[src/rtl/dmem_access_unit_pkg.sv]
// Shared types for the MEM-stage data-memory access unit: writeback mux select,
// store width select and the access FSM state encoding.
package dmem_access_unit_pkg;

    typedef enum logic [3:0] {
        alu_out, br_en, u_imm, lw, pc_plus4, lb, lbu, lh, lhu
    } regfilemux_sel_t;

    typedef enum logic [1:0] {sb, sh, sw} store_sel_t;

    typedef enum logic [1:0] {IDLE, ACCESS, DONE} dmem_state_t;

    // Loads accept funct3 000/001/010/100/101; stores only 000/001/010.
    function automatic logic funct3_legal(input logic [2:0] f3, input logic is_load);
        case (f3)
            3'b000, 3'b001, 3'b010: return 1'b1;
            3'b100, 3'b101:         return is_load;
            default:                return 1'b0;
        endcase
    endfunction

    function automatic regfilemux_sel_t load_sel_of(input logic [2:0] f3);
        case (f3)
            3'b000:  return lb;
            3'b001:  return lh;
            3'b100:  return lbu;
            3'b101:  return lhu;
            default: return lw;
        endcase
    endfunction

endpackage

[src/rtl/dmem_access_unit_store_formatter.sv]
// Combinational store lane formatting: byte enables, replicated write data and
// natural-alignment check for the access width.
module dmem_access_unit_store_formatter
    import dmem_access_unit_pkg::*;
(
    input  logic [1:0]  addr_lo,
    input  store_sel_t  store_sel,
    input  logic [31:0] rs2,
    output logic [3:0]  mbe,
    output logic [31:0] wdata,
    output logic        aligned
);

    always_comb begin
        mbe     = 4'b0000;
        wdata   = 32'h0;
        aligned = 1'b1;
        case (store_sel)
            sb: begin
                mbe   = 4'b0001 << addr_lo;
                wdata = {4{rs2[7:0]}};
            end
            sh: begin
                mbe     = addr_lo[1] ? 4'b1100 : 4'b0011;
                wdata   = {2{rs2[15:0]}};
                aligned = ~addr_lo[0];
            end
            sw: begin
                mbe     = 4'b1111;
                wdata   = rs2;
                aligned = (addr_lo == 2'b00);
            end
            default: aligned = 1'b0;
        endcase
    end

endmodule

[src/rtl/dmem_access_unit.sv]
// MEM-stage data-memory initiator: single-outstanding read/write handshake to the
// data cache, pipeline stall until response, raw load word plus extender select.
module dmem_access_unit
    import dmem_access_unit_pkg::*;
#(
    parameter int unsigned TIMEOUT_CYCLES = 256
) (
    input  logic            clk,
    input  logic            rst_n,
    input  logic            req_valid,
    input  logic            req_load,
    input  logic            req_store,
    input  logic [2:0]      req_funct3,
    input  logic [31:0]     req_addr,
    input  logic [31:0]     req_rs2,
    output logic            dmem_read,
    output logic            dmem_write,
    output logic [31:0]     dmem_address,
    output logic [3:0]      dmem_mbe,
    output logic [31:0]     dmem_wdata,
    input  logic [31:0]     dmem_rdata,
    input  logic            dmem_resp,
    output logic            stall,
    output logic            load_valid,
    output logic [31:0]     load_word,
    output regfilemux_sel_t load_sel,
    output logic [1:0]      load_offset,
    output logic            misalign,
    output logic            timeout_err
);

    localparam int unsigned CNT_W = $clog2(TIMEOUT_CYCLES);
    localparam logic [CNT_W-1:0] CNT_LAST = CNT_W'(TIMEOUT_CYCLES - 1);

    dmem_state_t     state_q, state_d;
    logic [CNT_W-1:0] cnt_q, cnt_d;
    logic            is_load_q, is_load_d;
    logic [31:0]     addr_q, addr_d;
    logic [3:0]      mbe_q, mbe_d;
    logic [31:0]     wdata_q, wdata_d;
    logic [31:0]     load_word_q, load_word_d;
    regfilemux_sel_t load_sel_q, load_sel_d;
    logic [1:0]      offset_q, offset_d;
    logic            misalign_q, misalign_d;
    logic            timeout_q, timeout_d;

    store_sel_t      store_sel;
    logic [3:0]      fmt_mbe;
    logic [31:0]     fmt_wdata;
    logic            fmt_aligned;
    logic            mem_op, ok, accept, reject, timeout_hit;

    always_comb begin
        store_sel = sb;
        case (req_funct3[1:0])
            2'b01:   store_sel = sh;
            2'b10:   store_sel = sw;
            default: store_sel = sb;
        endcase
    end

    dmem_access_unit_store_formatter u_fmt (
        .addr_lo   (req_addr[1:0]),
        .store_sel (store_sel),
        .rs2       (req_rs2),
        .mbe       (fmt_mbe),
        .wdata     (fmt_wdata),
        .aligned   (fmt_aligned)
    );

    assign mem_op      = req_valid & (req_load | req_store);
    assign ok          = funct3_legal(req_funct3, req_load) & fmt_aligned;
    assign accept      = (state_q == IDLE) & mem_op & ok;
    assign reject      = (state_q == IDLE) & mem_op & ~ok;
    assign timeout_hit = (state_q == ACCESS) & ~dmem_resp & (cnt_q == CNT_LAST);

    always_comb begin
        state_d     = state_q;
        cnt_d       = cnt_q;
        is_load_d   = is_load_q;
        addr_d      = addr_q;
        mbe_d       = mbe_q;
        wdata_d     = wdata_q;
        load_word_d = load_word_q;
        load_sel_d  = load_sel_q;
        offset_d    = offset_q;
        misalign_d  = reject;
        timeout_d   = timeout_q;
        case (state_q)
            IDLE: begin
                if (accept) begin
                    state_d   = ACCESS;
                    cnt_d     = '0;
                    is_load_d = req_load;
                    addr_d    = {req_addr[31:2], 2'b00};
                    mbe_d     = req_load ? 4'b0000 : fmt_mbe;
                    wdata_d   = req_load ? 32'h0 : fmt_wdata;
                    if (req_load) begin
                        load_sel_d = load_sel_of(req_funct3);
                        offset_d   = req_addr[1:0];
                    end
                end
            end
            ACCESS: begin
                cnt_d = cnt_q + 1'b1;
                if (dmem_resp) begin
                    state_d = DONE;
                    if (is_load_q) load_word_d = dmem_rdata;
                end else if (cnt_q == CNT_LAST) begin
                    state_d   = IDLE;
                    timeout_d = 1'b1;
                end
            end
            DONE:    state_d = IDLE;
            default: state_d = IDLE;
        endcase
    end

    always_ff @(posedge clk or negedge rst_n) begin
        if (!rst_n) begin
            state_q     <= IDLE;
            cnt_q       <= '0;
            is_load_q   <= 1'b0;
            addr_q      <= 32'h0;
            mbe_q       <= 4'b0000;
            wdata_q     <= 32'h0;
            load_word_q <= 32'h0;
            load_sel_q  <= lw;
            offset_q    <= 2'b00;
            misalign_q  <= 1'b0;
            timeout_q   <= 1'b0;
        end else begin
            state_q     <= state_d;
            cnt_q       <= cnt_d;
            is_load_q   <= is_load_d;
            addr_q      <= addr_d;
            mbe_q       <= mbe_d;
            wdata_q     <= wdata_d;
            load_word_q <= load_word_d;
            load_sel_q  <= load_sel_d;
            offset_q    <= offset_d;
            misalign_q  <= misalign_d;
            timeout_q   <= timeout_d;
        end
    end

    // Stall releases in the timeout cycle so the stuck instruction leaves EX/MEM.
    assign stall        = accept | ((state_q == ACCESS) & ~timeout_hit);
    assign dmem_read    = (state_q == ACCESS) & is_load_q;
    assign dmem_write   = (state_q == ACCESS) & ~is_load_q;
    assign dmem_address = addr_q;
    assign dmem_mbe     = mbe_q;
    assign dmem_wdata   = wdata_q;
    assign load_valid   = (state_q == DONE) & is_load_q;
    assign load_word    = load_word_q;
    assign load_sel     = load_sel_q;
    assign load_offset  = offset_q;
    assign misalign     = misalign_q;
    assign timeout_err  = timeout_q;

endmodule

[config.mk]
export PLATFORM = sky130hd
export DESIGN_NAME = dmem_access_unit
export DESIGN_NICKNAME = d
export VERILOG_FILES = /design/src/rtl/dmem_access_unit_pkg.sv /design/src/rtl/dmem_access_unit_store_formatter.sv /design/src/rtl/dmem_access_unit.sv
export SDC_FILE = /design/constraint.sdc
export NUM_CORES = 1
export LEC_CHECK = 0
export BUFFER_PORTS_ARGS = -buffer_cell sky130_fd_sc_hd__clkbuf_2
export CAP_MARGIN = 20
export CORE_ASPECT_RATIO = 0.5
export CORE_UTILIZATION = 48
export DETAILED_ROUTE_END_ITERATION = 12
export PLACE_DENSITY = 0.87
export SLEW_MARGIN = 10
export SYNTH_ARGS = -nofsm -noshare
export SYNTH_HDL_FRONTEND = slang
export SYNTH_SLANG_ARGS = --single-unit
[constraint.sdc]
create_clock -name clk -period 3.1 [get_ports clk]
set_input_delay 0.62 -clock clk [delete_from_list [all_inputs] [get_ports clk]]
set_output_delay 0.62 -clock clk [all_outputs]
set_load 0.05 [all_outputs]
[After elaboration in Yosys (flattened, before gate mapping)]
Cells that the tools add are included.
Word-level totals
  memory bits (read-only): 0
  register bits after elaboration: 117
  bits in writable memories: 0
  output and inout port bits: 112
  memories kept: 0
  latch bits: 0
Operators by class
  bitwise logic cells: 18
  eq/ne operators: 13
  add/sub/neg operators: 1
  magnitude comparators: 0
  shift operators: 1
  muxes and demuxes: 15
  reductions and logical operators: 13
  div/mod/pow operators: 0
  $mul: 0
Operators by type and width (count)
  case mux 32 bit (3 select lines): 1
  2-to-1 mux 32 bit: 1
  case mux 4 bit (4 select lines): 1
  case mux 8 bit (2 select lines): 1
  case mux 4 bit (3 select lines): 1
  AND 1 bit: 11
  AND reduction 3 bit: 3
  adder 8 x 1 -> 8 bit (second input constant): 1
  equality test 8 bit (second input constant): 1
  2-to-1 mux 4 bit: 2
  2-to-1 mux 8 bit: 1
  case mux 2 bit (2 select lines): 2
  equality test 2 x 1 -> 1 bit (second input constant): 3
  equality test 2 bit (second input constant): 3
  equality test 3 bit (second input constant): 2
  logical NOT 2 bit: 3
  2-to-1 mux 2 bit: 3
  AND reduction 2 bit: 3
  NOT 1 bit: 5
  left shift 1 x 2 -> 4 bit (first input constant): 1
  equality test 3 x 1 -> 1 bit (second input constant): 1
  equality test 3 x 2 -> 1 bit (second input constant): 1
  logical NOT 3 bit: 1
  != test 3 x 2 -> 1 bit (second input constant): 1
  other kinds (7): 8

[Depth between registers and ports, before layout]
  depth after elaboration: 8
  gate-level depth with buffers: 9
  mapped depth without buffers: 6

[Modules after synthesis]
A second synthesis with hierarchy kept.
Second synthesis, totals
  cell total of the unflattened synthesis: 429
  area, all modules: 5420.2 µm²
Modules (own cells, without submodules)
  dmem_access_unit: instances 1, seq. area each 2930.3 µm², cells an instance 342, area each 4923.5 µm²
  dmem_access_unit_store_formatter: instances 1, seq. area each 0.0 µm², cells an instance 87, area each 496.7 µm²

[Least setup slack after synthesis]
Ideal clock, no wire load.
  kind: input-to-output
  from: input req_funct3[1]
  to: output stall
  buffers on the path: 3
  arrival time: 2.848 ns
  setup slack: -0.368 ns
  required time: 2.480 ns
  stages: 8
  path through: inv_1 ha_1 buf_2 a221o_1 or3_1 buf_6 clkbuf_1 a21oi_1
Between the ends
  cells in the longest elaborated chain, start to end: 7
  elaborated cells on any way between the ends: 18
  those cells by class: eq/ne: 8; mux: 3; bitwise: 3; reduce/logical: 4
Ends and longest elaborated chain
  start: declaration: line dmem_access_unit.sv:13  | input logic [2:0] req_funct3,
  equality test 2 bit / equality test 2 x 1 -> 1 bit (equally long branches): line dmem_access_unit.sv:55  | case (req_funct3[1:0])
  case mux 2 bit (2 select lines): line dmem_access_unit.sv:55
  equality test 2 bit, or another cell as far along: line dmem_access_unit_store_formatter.sv:18  | case (store_sel)
  case mux 1 bit (3 select lines): line dmem_access_unit_store_formatter.sv:18
  AND 1 bit *: line dmem_access_unit.sv:72  | assign ok = funct3_legal(req_funct3, req_load) & fmt_aligned;
  AND 1 bit *: line dmem_access_unit.sv:73  | assign accept = (state_q == IDLE) & mem_op & ok;
  bitwise OR 1 bit *: line dmem_access_unit.sv:148  | assign stall = accept | ((state_q == ACCESS) & ~timeout_hit);
  end: declaration: line dmem_access_unit.sv:23  | output logic stall,
Mark *: on every way between the ends. The rest lies on a longest branch, timed or not.

[Worst setup path in the final report]
  from: input req_funct3[0]
  to: output stall
Same word-level chain as after synthesis.

==> results.sh <==
export IMPL_status="finished clean"
export IMPL_grt_util_all_layers=0.246
export IMPL_period_needed_ps=3020
export IMPL_syn_area_sq_um=5310
export IMPL_fmax_ghz=0.331
export IMPL_async_reset_ff_frac=1.00
export IMPL_min_path_type="primary input to asynchronous set/reset pin"
export IMPL_drtAntennaViolNets=0
export IMPL_postRouteWirelength_microns=13700
export IMPL_crit_path_top_delay_cell="or3_4"
export IMPL_numCtsBuffers=17
export IMPL_die_y_microns=76.4
export IMPL_vias=4198
export IMPL_finalPower_w=0.00805
export IMPL_dr_pass1_iters=4
export IMPL_grt_pass1_vias=4205
export IMPL_clock_latency_ps=400
export IMPL_end_kind="output pin"
export IMPL_crit_path_cell_trace="clkbuf_2, inv_1, ha_1, o21ai_1, a221o_1, or3_4, a21oi_4, clkbuf_2"
export IMPL_synthDistinctLibCells=46
export IMPL_vias_per_cell=5.35
export IMPL_route_detailed_drc=0
export IMPL_cts_sinks=117
export IMPL_core_sq_um=10500
export IMPL_timing_rr_start="state_q[1]"
export IMPL_start_util=0.507
export IMPL_grt_pass1_wl_microns=21400
export IMPL_num_rows=26
export IMPL_critical_path_max_fanout=6
export IMPL_syn_avg_cell_area_sq_um=12.9
export IMPL_cts_max_level=4
export IMPL_critPathArrivalTime_ps=2400
export IMPL_path_clk_slew_ps=50
export IMPL_synth_edf_count=0
export IMPL_powerDensity_nw_per_um2=1110
export IMPL_root_buffer="clkbuf_16"
export IMPL_drv_cap=0
export IMPL_gp_congestion=0.804
export IMPL_nFillCells=740
export IMPL_cts_tree="done"
export IMPL_ir_worst_vdd_mv=0.521
export IMPL_netlist_instances=413
export IMPL_rr_worst_depth=5
export IMPL_r2r_end="cnt_q[3]"
export IMPL_drive_gt1_frac=0.564
export IMPL_place_ws_ps=59.0
export IMPL_ios=217
export IMPL_crit_top_cell="clkbuf_2"
export IMPL_rrSetupSlack_ps=930
export IMPL_cts_buffer_depth=2
export IMPL_first_iter_violations=242
export IMPL_setup_slack_ps=75.5
export IMPL_numPortBuffers=214
export IMPL_dieArea_sq_um=11500
export IMPL_gr_total_overflow=0
export IMPL_hold_viol=0
export IMPL_worstMarginPinSlew_ps=686
export IMPL_cp_required_ps=2480
export IMPL_finClkSkew_ps=6.70
export IMPL_max_slew_margin=0.537
export IMPL_grt_start_max_net_pins=53
export IMPL_fin_crit_sh=0.976
export IMPL_die_width_microns=151
export IMPL_path_class="primary input to output pin"
export IMPL_synth_yosys_seq_area_share=0.552
export IMPL_critPathLaunchType="primary input"
export IMPL_yosysWarnings=0
export IMPL_antenna_found_initial=0
export IMPL_ys_flop_type="dfrtp_1"
export IMPL_setup_tns_ps=0
export IMPL_routedWlPerCell_microns=17.5
export IMPL_num_antenna_cells=0
export IMPL_slew_viol_final=0
export IMPL_p_leak_nw=3.85
export IMPL_syn2layout_area_growth_pct=36.2
export IMPL_cpPeakStageDelay_ps=410
export IMPL_dp_hpwl_microns=9530
export IMPL_fin_nets=741
export IMPL_yosys_register_bits=117
export IMPL_setup_viol=0
## cells in the mapped netlist (all sizes together), types with 3 or more instances
cell / n / area [sq um]
a21oi: 23 / 115
a22oi: 16 / 120
a311o: 4 / 40.0
a31oi: 3 / 18.8
and2: 3 / 18.8
and3: 5 / 31.3
buf: 15 / 113
clkbuf: 14 / 52.6
dfrtp: 115 / 2880
ha: 5 / 62.6
inv: 7 / 26.3
mux2: 94 / 1200
mux2i: 3 / 30.0
nand2: 30 / 113
nand2b: 4 / 25.0
nand3: 5 / 25.0
nor2: 17 / 63.8
nor3: 3 / 15.0
o21ai: 12 / 60.1
o31ai: 10 / 75.1
## cells in the final DEF, fill, tap and decap left out, types with 2 or more instances in the layout
master	count
clkinvlp_4	3
nor2_1	17
and2_1	3
inv_1	6
a311o_1	4
conb_1	2
o31ai_1	10
a22oi_1	16
clkbuf_16	17
buf_4	13
a31o_2	2
nor2b_1	2
clkbuf_8	2
nand2b_1	4
nand2_1	30
dfrtp_1	115
o21ai_0	11
nor4_1	2
a31oi_1	3
nor3_1	3
ha_1	4
nor3b_1	2
and3_1	5
mux2i_1	3
nand3_1	5
clkinv_2	2
bufinv_16	7
dfstp_2	2
a21oi_1	22
mux2_4	37
mux2_2	57
clkbuf_2	213
## logic make-up (layout without fill, tap and decap cells)
logic type,after synthesis,after routing,synth area share
buf+inv,36,266,0.0360
simple gates,76,76,0.0664
compound gates,81,81,0.102
other cells,1,2,0.000706
fa+ha+maj,5,5,0.0118
flops,117,117,0.552
mux,97,97,0.231
## critical path, delay by kind of cell
family                   cells  cell delay [ps]
AO/OA/AOI/OAI                3              590
buffers and inverters        3              520
adder cells (fa/ha/maj)      1              270
AND/OR/NAND/NOR              1              410
## metrics by stage
stage | instance area, sq um | hold slack, ps | std cells | utilization
global placement | 6530 | 455 | 752 | 0.623
floorplan | 5330 | 324 | 414 | -
detailed placement | 6530 | 463 | 752 | 0.623
global route | 7230 | 284 | 784 | 0.691
CTS | 7230 | 265 | 784 | 0.690
finish | 7230 | 251 | 784 | 0.691
## sequential cells by signal (all words and copies together) (netlist names)
| signal | count |
|---|---|
| dmem_wdata | 32 |
| load_word | 32 |
| dmem_address | 30 |
| cnt_q | 8 |
| dmem_mbe | 4 |
| load_sel | 4 |
| load_offset | 2 |
| state_q | 2 |
| is_load_q | 1 |
| misalign | 1 |
| timeout_err | 1 |
## report_power, final
group	internal, W	total (W)	switching (W)	leakage (nW)
Clock	0.00163	0.00231	0.000683	0.335
Combinational	0.000926	0.00334	0.00242	2.02
Sequential	0.00207	0.00240	0.000325	1.49
Total	0.00462	0.00805	0.00343	3.85
## what timing repair did
action	in CTS	in global routing
hold buffers	0	0
endpoints found under the setup margin	0	1
resized for setup	0	1
buffers inserted	0	0
## area by class of cell
type,count,area (sq um),share of cell area
Clock buffer,19,453,0.0626
Tap cell,140,175,0.0242
Timing Repair Buffer,227,1180,0.164
Sequential cell,117,2930,0.405
Multi-Input combinational cell,261,2210,0.306
Clock inverter,13,251,0.0348
Inverter,7,26.3,0.00363
## worst max path at each step
stage | startpoint | end | slack, ps | cells past startpoint
after floorplan | req_funct3[1] | stall | 50 | 8
after global placement | req_funct3[1] | stall | 140 | 8
after detailed placement | req_funct3[1] | stall | 60 | 8
after CTS | req_funct3[1] | stall | 50 | 8
after global routing | req_funct3[0] | stall | -20 | 8
final | req_funct3[0] | stall | 80 | 8
## layer usage
| metal | vias up | global-route usage | routed length, microns |
|---|---|---|---|
| li1 | 1926 | - | - |
| met1 | 2090 | 0.288 | 5570 |
| met2 | 149 | 0.428 | 7160 |
| met3 | 33 | 0.0599 | 614 |
| met4 | 0 | 0.106 | 386 |
| met5 | - | 0 | 0 |
Note: power is estimated with default switching activity, not from simulation.
